<file path="src/rtl/uart_rx_fifo.sv">
// uart_rx_fifo: parametrised UART receiver feeding a first-word-fall-through
// receive FIFO with a valid/ready consumer port. Framing, parity and overrun
// errors are reported as one-cycle pulses and as sticky flags.
// Optional parity support is compiled in with the macro UART_RX_PARITY_EN.
module uart_rx_fifo #(
  parameter int CLK_FREQ_HZ = 25_000_000,
  parameter int BAUD        = 115200,
  parameter int DATA_BITS   = 8,
  parameter int FIFO_DEPTH  = 16,
  parameter int PARITY_ODD  = 0
) (
  input  logic                          CLK,
  input  logic                          RST_N,
  input  logic                          RX,
  output logic [DATA_BITS-1:0]          M_DATA,
  output logic                          M_VALID,
  input  logic                          M_READY,
  output logic [$clog2(FIFO_DEPTH):0]   LEVEL,
  output logic                          FRAME_ERR,
  output logic                          PARITY_ERR,
  output logic                          OVERRUN,
  output logic [2:0]                    ERR_STICKY,
  input  logic                          ERR_CLR
);

  localparam int CLKS_PER_BIT = (CLK_FREQ_HZ + BAUD / 2) / BAUD;
  localparam int CW = $clog2(CLKS_PER_BIT);
  localparam int BW = $clog2(DATA_BITS);
  localparam int AW = $clog2(FIFO_DEPTH);

  localparam logic [CW-1:0] HALF_CNT = CW'(CLKS_PER_BIT / 2);
  localparam logic [CW-1:0] FULL_CNT = CW'(CLKS_PER_BIT - 1);
  localparam logic [BW-1:0] LAST_BIT = BW'(DATA_BITS - 1);
`ifdef UART_RX_PARITY_EN
  localparam logic PAR_ODD = (PARITY_ODD != 0);
`endif

  typedef enum logic [2:0] {
    S_IDLE,
    S_START,
    S_DATA,
`ifdef UART_RX_PARITY_EN
    S_PARITY,
`endif
    S_STOP,
    S_BREAK
  } state_t;

  // Synchroniser, edge history and the two older samples for the majority vote
  logic       rx_meta, rx_sync, rx_prev;
  logic [1:0] hist;

  state_t               state;
  logic [CW-1:0]        baud_cnt;
  logic [BW-1:0]        bit_idx;
  logic [DATA_BITS-1:0] shreg;
  logic                 frame_err_reg;
`ifdef UART_RX_PARITY_EN
  logic                 par_bad;
  logic                 parity_err_reg;
`endif

  logic expiry;
  logic maj;
  logic push;

  // FIFO storage and pointers (one extra MSB to tell full from empty)
  logic [DATA_BITS-1:0] mem [FIFO_DEPTH];
  logic [AW:0]          wr_ptr, rd_ptr;
  logic                 empty, full, pop, push_ok;
  logic                 overrun_reg;
  logic [2:0]           sticky_reg;

  // Two-flop synchroniser plus one-cycle history used for edge detect and voting
  always_ff @(posedge CLK or negedge RST_N) begin
    if (!RST_N) begin
      rx_meta <= 1'b1;
      rx_sync <= 1'b1;
      rx_prev <= 1'b1;
      hist    <= 2'b11;
    end else begin
      rx_meta <= RX;
      rx_sync <= rx_meta;
      rx_prev <= rx_sync;
      hist    <= {hist[0], rx_sync};
    end
  end

  // The three samples straddle counter value 1; the decision lands on expiry
  assign expiry = (baud_cnt == '0);
  assign maj    = (hist[1] & hist[0]) | (hist[1] & rx_sync) | (hist[0] & rx_sync);

  // Receive FSM: start qualification, bit sampling, stop/parity checks
  always_ff @(posedge CLK or negedge RST_N) begin
    if (!RST_N) begin
      state          <= S_IDLE;
      baud_cnt       <= '0;
      bit_idx        <= '0;
      shreg          <= '0;
      frame_err_reg  <= 1'b0;
`ifdef UART_RX_PARITY_EN
      par_bad        <= 1'b0;
      parity_err_reg <= 1'b0;
`endif
    end else begin
      frame_err_reg  <= 1'b0;
`ifdef UART_RX_PARITY_EN
      parity_err_reg <= 1'b0;
`endif
      if (state != S_IDLE && state != S_BREAK) begin
        baud_cnt <= expiry ? FULL_CNT : baud_cnt - 1'b1;
      end
      case (state)
        S_IDLE: begin
          if (rx_prev && !rx_sync) begin
            baud_cnt <= HALF_CNT;
            bit_idx  <= '0;
`ifdef UART_RX_PARITY_EN
            par_bad  <= 1'b0;
`endif
            state    <= S_START;
          end
        end
        S_START: begin
          if (expiry) begin
            state <= maj ? S_IDLE : S_DATA;
          end
        end
        S_DATA: begin
          if (expiry) begin
            shreg   <= {maj, shreg[DATA_BITS-1:1]};
            bit_idx <= bit_idx + 1'b1;
            if (bit_idx == LAST_BIT) begin
`ifdef UART_RX_PARITY_EN
              state <= S_PARITY;
`else
              state <= S_STOP;
`endif
            end
          end
        end
`ifdef UART_RX_PARITY_EN
        S_PARITY: begin
          if (expiry) begin
            par_bad <= (maj != ((^shreg) ^ PAR_ODD));
            state   <= S_STOP;
          end
        end
`endif
        S_STOP: begin
          if (expiry) begin
            if (maj) begin
`ifdef UART_RX_PARITY_EN
              parity_err_reg <= par_bad;
`endif
              state <= S_IDLE;
            end else begin
              frame_err_reg <= 1'b1;
              state         <= S_BREAK;
            end
          end
        end
        S_BREAK: begin
          if (rx_sync) begin
            state <= S_IDLE;
          end
        end
        default: state <= S_IDLE;
      endcase
    end
  end

  // A good word is offered to the FIFO in the stop-bit decision cycle
  always_comb begin
    push = 1'b0;
    if (state == S_STOP && expiry && maj) begin
`ifdef UART_RX_PARITY_EN
      push = !par_bad;
`else
      push = 1'b1;
`endif
    end
  end

  assign empty   = (wr_ptr == rd_ptr);
  assign full    = (wr_ptr[AW] != rd_ptr[AW]) && (wr_ptr[AW-1:0] == rd_ptr[AW-1:0]);
  assign pop     = !empty && M_READY;
  assign push_ok = push && (!full || pop);

  // FIFO storage write; no reset needed since empty entries are never shown
  always_ff @(posedge CLK) begin
    if (push_ok) begin
      mem[wr_ptr[AW-1:0]] <= shreg;
    end
  end

  // FIFO pointers and the overrun pulse for words dropped on a full FIFO
  always_ff @(posedge CLK or negedge RST_N) begin
    if (!RST_N) begin
      wr_ptr      <= '0;
      rd_ptr      <= '0;
      overrun_reg <= 1'b0;
    end else begin
      overrun_reg <= push && !push_ok;
      if (push_ok) begin
        wr_ptr <= wr_ptr + 1'b1;
      end
      if (pop) begin
        rd_ptr <= rd_ptr + 1'b1;
      end
    end
  end

  // Sticky error flags; a pulse in the clearing cycle keeps its bit set
  always_ff @(posedge CLK or negedge RST_N) begin
    if (!RST_N) begin
      sticky_reg <= '0;
    end else begin
      sticky_reg <= (ERR_CLR ? 3'b000 : sticky_reg) | {OVERRUN, PARITY_ERR, FRAME_ERR};
    end
  end

  assign M_VALID    = !empty;
  assign M_DATA     = empty ? '0 : mem[rd_ptr[AW-1:0]];
  assign LEVEL      = wr_ptr - rd_ptr;
  assign FRAME_ERR  = frame_err_reg;
  assign OVERRUN    = overrun_reg;
  assign ERR_STICKY = sticky_reg;
`ifdef UART_RX_PARITY_EN
  assign PARITY_ERR = parity_err_reg;
`else
  assign PARITY_ERR = 1'b0;
`endif

endmodule

</file>
<file path="config.mk">
export PLATFORM = sky130hd
export DESIGN_NAME = uart_rx_fifo
export DESIGN_NICKNAME = d
export VERILOG_FILES = /design/src/rtl/uart_rx_fifo.sv
export SDC_FILE = /design/constraint.sdc
export NUM_CORES = 1
export LEC_CHECK = 0
export BUFFER_PORTS_ARGS = -buffer_cell sky130_fd_sc_hd__buf_2
export CORE_MARGIN = 2
export CORE_UTILIZATION = 55
export CTS_BUF_LIST = sky130_fd_sc_hd__clkbuf_8
export DETAILED_ROUTE_END_ITERATION = 10
export PLACE_DENSITY_LB_ADDON = 0.1
export RECOVER_POWER = 50
export SYNTH_ARGS = -nofsm -noshare
export SYNTH_HDL_FRONTEND = slang
export SYNTH_SLANG_ARGS = --single-unit
export TNS_END_PERCENT = 1
</file>
<file path="constraint.sdc">
create_clock -name CLK -period 3.9 [get_ports CLK]
set_clock_uncertainty 0.15 [all_clocks]
set_input_delay 0.39 -clock CLK [delete_from_list [all_inputs] [get_ports CLK]]
set_output_delay 0.39 -clock CLK [all_outputs]
set_load 0.03 [all_outputs]
</file>
* Word level (Yosys, flattened, before mapping)
Memories as Yosys holds them, arrays and structs flattened. Cells that the tools add are included.
Storage, ports and cells: register bits after elaboration 42, bits in writable memories 128, input bits 5, output and inout bits 20, word-level logic and storage cells 84, memories kept 1
Memories:
- mem | words 16, bits a word 8, rd ports 1, clocked after memory_dff 0, write ports 1, line 68 | logic [DATA_BITS-1:0] mem [FIFO_DEPTH];
Cells by class: add/subtract/negate cells 5, equality and inequality tests 15, muxes and demuxes 24, bitwise gates (word level) 6, reduce and logical (&&, ||, !) cells 20
Operators by type and width (number):
- 2-to-1 mux 8 bit | 5
- 2-to-1 mux 3 bit | 10
- case mux 3 bit (5 select lines) | 1
- != test 2 bit (second input constant) | 6
- adder 5 x 1 -> 5 bit (second input constant) | 2
- logical AND 1 bit | 8
- logical NOT 8 bit | 1
- subtractor 8 x 1 -> 8 bit (second input constant) | 1
- equality test 3 x 2 -> 1 bit (second input constant) | 2
- equality test 3 bit (second input constant) | 2
- 2-to-1 mux 1 bit | 6
- case mux 3 bit (2 select lines) | 1
- AND reduction 6 bit | 1
- equality test 5 bit | 1
- subtractor 5 bit | 1
- equality test 4 bit | 1
- logical NOT 1 bit | 4
- adder 3 x 1 -> 3 bit (second input constant) | 1
- bitwise AND 1 bit | 3
- equality test 3 x 1 -> 1 bit (second input constant) | 1
- logical NOT 3 bit | 1
- != test 3 bit (second input constant) | 1
- bitwise OR 3 bit | 1
- AND reduction 3 bit | 1
- 7 further kinds | 8

* Longest topological paths before layout
depth in word-level cells 8, gate-level depth with buffers 9, depth with buffers taken out 7

* Least setup slack after synthesis
No wires, ideal clock.
path type register -> output, start reg rd_ptr[3], end out M_DATA[0], arrival 2.668 ns, required time 3.360 ns, slack 0.692 ns, cell stages (with the launch flop) 8, path buffers 1, cells stage by stage dfrtp_1 inv_2 buf_1 ha_1 and4_1 nand2_1 nand2_1 o22ai_1
Between the ends: longest elaborated chain between the ends 2, elaborated cells between the ends (all ways) 3, classes of those cells eq/ne (1); mux (1); memory (1)
Ends and longest elaborated chain:
- start: declaration | line 69 | logic [AW:0] wr_ptr, rd_ptr;
- start signal: assignment | line 209 | rd_ptr <= rd_ptr + 1'b1;
- memory read (16 x 8 bit) / equality test 5 bit (equally long branches)
- 2-to-1 mux 8 bit * | line 224 | assign M_DATA = empty ? '0 : mem[rd_ptr[AW-1:0]];
- end: declaration | line 15 | output logic [DATA_BITS-1:0] M_DATA,
Mark *: on every way between the ends. The rest lies on a longest branch, timed or not.

* Final worst setup path
start reg rd_ptr[3], end out M_DATA[3]
Same word-level chain as after synthesis.

==> results by group <==
Route
  • Iter 0 DRT Violations: 406
  • Top sig layer: met4
  • Vias per Instance: 5.83
  • WL met1: 5890 um
  • Met3 wire length: 596 um
  • Via count: 3626
  • Wire per inst: 21.4 um
  • Drt first pass iters: 5
  • Drt drc: 0
  • Met2 WL post-DR: 6610 um
  • Post-route antenna net violation count: 0
  • Final WL: 13300 um

Hold path
  • Hold path startpoint: ERR_CLR
  • Class of the worst hold path: primary input to flop
  • Hold Path End: ERR_STICKY[2]$_DFF_PN0_
  • Hold-critical path depth: 3

Timing
  • FMAX: 294 MHz
  • Final TNS setup: 0 ps
  • Slew headroom: -43.7%
  • Tmin final: 3400 ps
  • RSZ-0062 raised after global routing: false
  • Final hold slack: 76.3 ps
  • Final Hold Fails: 0
  • Fin. max-slew vios: 41
  • Worst-margin pin slew: 2160 ps
  • Fin worst setup slack: 500 ps
  • Setup-failing EPs final: 0
  • Final Cycle Share: 87.2%

Worst setup path
  • CP Data Arrival Time: 2860 ps
  • Crit-path slowest cell: inv_2
  • CP dominant cell by count: nand2_1
  • Crit-path cells: inv_2 -> ha_1 -> and4_1 -> nand2_1 -> nand2_1 -> o22ai_1 -> buf_2
  • R2R setup slack: 1040 ps
  • CP max FO: 18
  • Worst Reg-to-Reg Cells: 7
  • Reg-to-Reg Start: rd_ptr[3]$_DFFE_PN0P_
  • Crit path capture type: output port
  • R2R Path End: mem[2][1]$_DFFE_PP_
  • Critical path origin: rd_ptr[3]$_DFFE_PN0P_
  • CP Class: flop to output port
  • Crit-path max cell delay: 420 ps
  • Crit path launch type: flop
  • Required @ worst endpoint: 3360 ps

Floorplan
  • Core Area: 12500 um2
  • Die area: 13700 um2
  • Starting Density: 56.0%
  • Io pins: 25
  • # rows: 41
  • Die Wd: 117 um
  • DIE HEIGHT: 117 um

Placement
  • GP Congestion: 0.814
  • Worst slack, placed: 961 ps
  • DPL Wire Length: 8590 um
  • Number of I/O port buffers: 22
  • Placed Cells: 588

Clock tree
  • Clock root cell: clkbuf_8
  • Post-CTS Resized: 0
  • Worst-path clk slew: 80 ps
  • # clock sinks: 168
  • Cts bufs inserted: 17
  • CTS tree: done
  • Clock Tree Buf Depth: 2
  • Depth of the CTS H-tree: 4
  • Post CTS Setup Buffer Count: 0
  • Worst-skew pair later-pin latency: 450 ps

Synth
  • Ys Warns: 0
  • Average size of a mapped cell: 17.4 um2
  • Netlist cell types: 53
  • Post-synthesis sequential area ratio: 69.1%
  • Area leader, netlist: edfxtp_1
  • Top cells by area, synth: edfxtp_1 (55%), dfrtp_1 (13%), mux4_2 (10%)
  • Asr flop ratio synth: 23.8%
  • Number of synthesized flops with an enable pin: 128
  • Mapped Cells: 404
  • Predominant post-synthesis flop cell: edfxtp_1
  • Post-synth top area share: 54.8%
  • Mapped cell area: 7020 um2
  • FF+latch count, synth: 168

Global route
  • First-pass GRT wire length: 21100 um
  • Largest net degree at the start of global routing: 41
  • Global route overflow: 0
  • GRT Util Overall: 21.9%
  • Vias in the first global route: 3702
  • Initial antenna violation count: 0

Flow run
  • Max_cap viols: 1

Outcome
  • Outcome: finished with violations
  • Failing checks: max-capacitance violations, max-slew violations

Pwr
  • Power density over cell area: 583 nW/um2
  • VDD IR max: 0.544 mV
  • Lkg Pwr: 2.88 nW

Cells and area
  • Layout cells sized above 1: 23.1%
  • Final nets: 456
  • Util after Layout: 61.6%
  • Finished Layout Cells: 622
  • Diode count: 0
  • Commonest cells after routing, fill and taps aside: edfxtp_1 (128), dfrtp_1 (35), mux4_2 (32)
  • Commonest non-fill, non-tap cell in the layout: edfxtp_1
  • Synthesis-to-layout area growth: 9.88%
[per-layer routing]
layer	vias up	GRT usage (%)
met1	1874	30.5
met2	93	34.1
met3	15	4.63
li1	1644	-
met4	0	9.49
met5	-	0
[synthesized netlist by cell type, drive strengths merged (6+ instances only)]
cell,instances
dfrtp,36
xnor2,14
mux2i,17
o22ai,8
nor2,15
nor4,6
nand2,13
mux2,10
ha,13
inv,14
and3,13
nand3,8
buf,9
mux4,32
clkbuf,9
o21ai,7
nor3,7
edfxtp,128
[power breakdown]
group / internal [W] / total, W / switching [W]
combinational: 0.000469 / 0.00120 / 0.000734
sequential: 0.00198 / 0.00210 / 0.000115
clock: 0.000612 / 0.00119 / 0.000582
total: 0.00306 / 0.00450 / 0.00143
[worst max-delay path, delay by kind of cell, from the launching register on]
kind / cells / cell delay (ps)
fa+ha+maj: 1 / 380
flops: 1 / 410
simple gates: 3 / 690
buf+inv: 2 / 650
compound gates: 1 / 270
[cell families after synthesis]
logic type | synth area share, %
muxes | 14.3
DFF | 69.1
xor gates and xnor gates | 2.25
and+or+nand+nor | 7.05
buffers and inverters | 1.96
AOI/OAI and AO/OA | 2.51
adders and majority gates | 2.75
other | 0.0535
[cell type report]
type                       count  area (um2)
timing repair buffer          31         178
tap                          172         215
multi-input combinational    205        2030
fill                         971        4810
sequential                   168        4850
inverter                      14        52.6
clock inverter                15         146
clock buffer                  17         234
[state kept, by name, summed over array words and instances, names as in the netlist]
name / count
mem: 128
baud_cnt: 8
shreg: 8
rd_ptr: 5
wr_ptr: 5
bit_idx: 3
state: 3
ERR_STICKY: 2
hist: 2
FRAME_ERR: 1
OVERRUN: 1
rx_meta: 1
rx_sync: 1
[worst max-delay path by stage]
| stage | to | depth (start not counted) |
|---|---|---|
| 2_1_floorplan | M_DATA[0] | 7 |
| 6_report | M_DATA[3] | 7 |
| 5_1_grt | M_DATA[3] | 7 |
| 3_3_place_gp | M_DATA[2] | 7 |
| 3_5_place_dp | M_DATA[3] | 7 |
| 4_1_cts | M_DATA[3] | 7 |
[stage by stage]
step	area [um2]	power, W
4_1_cts	7710	0.00454
5_1_grt	7710	0.00471
2_1_floorplan	7020	0.00306
3_3_place_gp	7310	0.00334
6_report	7710	0.00450
3_5_place_dp	7310	0.00335
[what timing repair did]
item,4_1_cts,5_1_grt
setup endpoints to repair,0,0
hold buffers,2,0
hold endpoints to repair,37,0
Power figures use the tool's default switching activity.
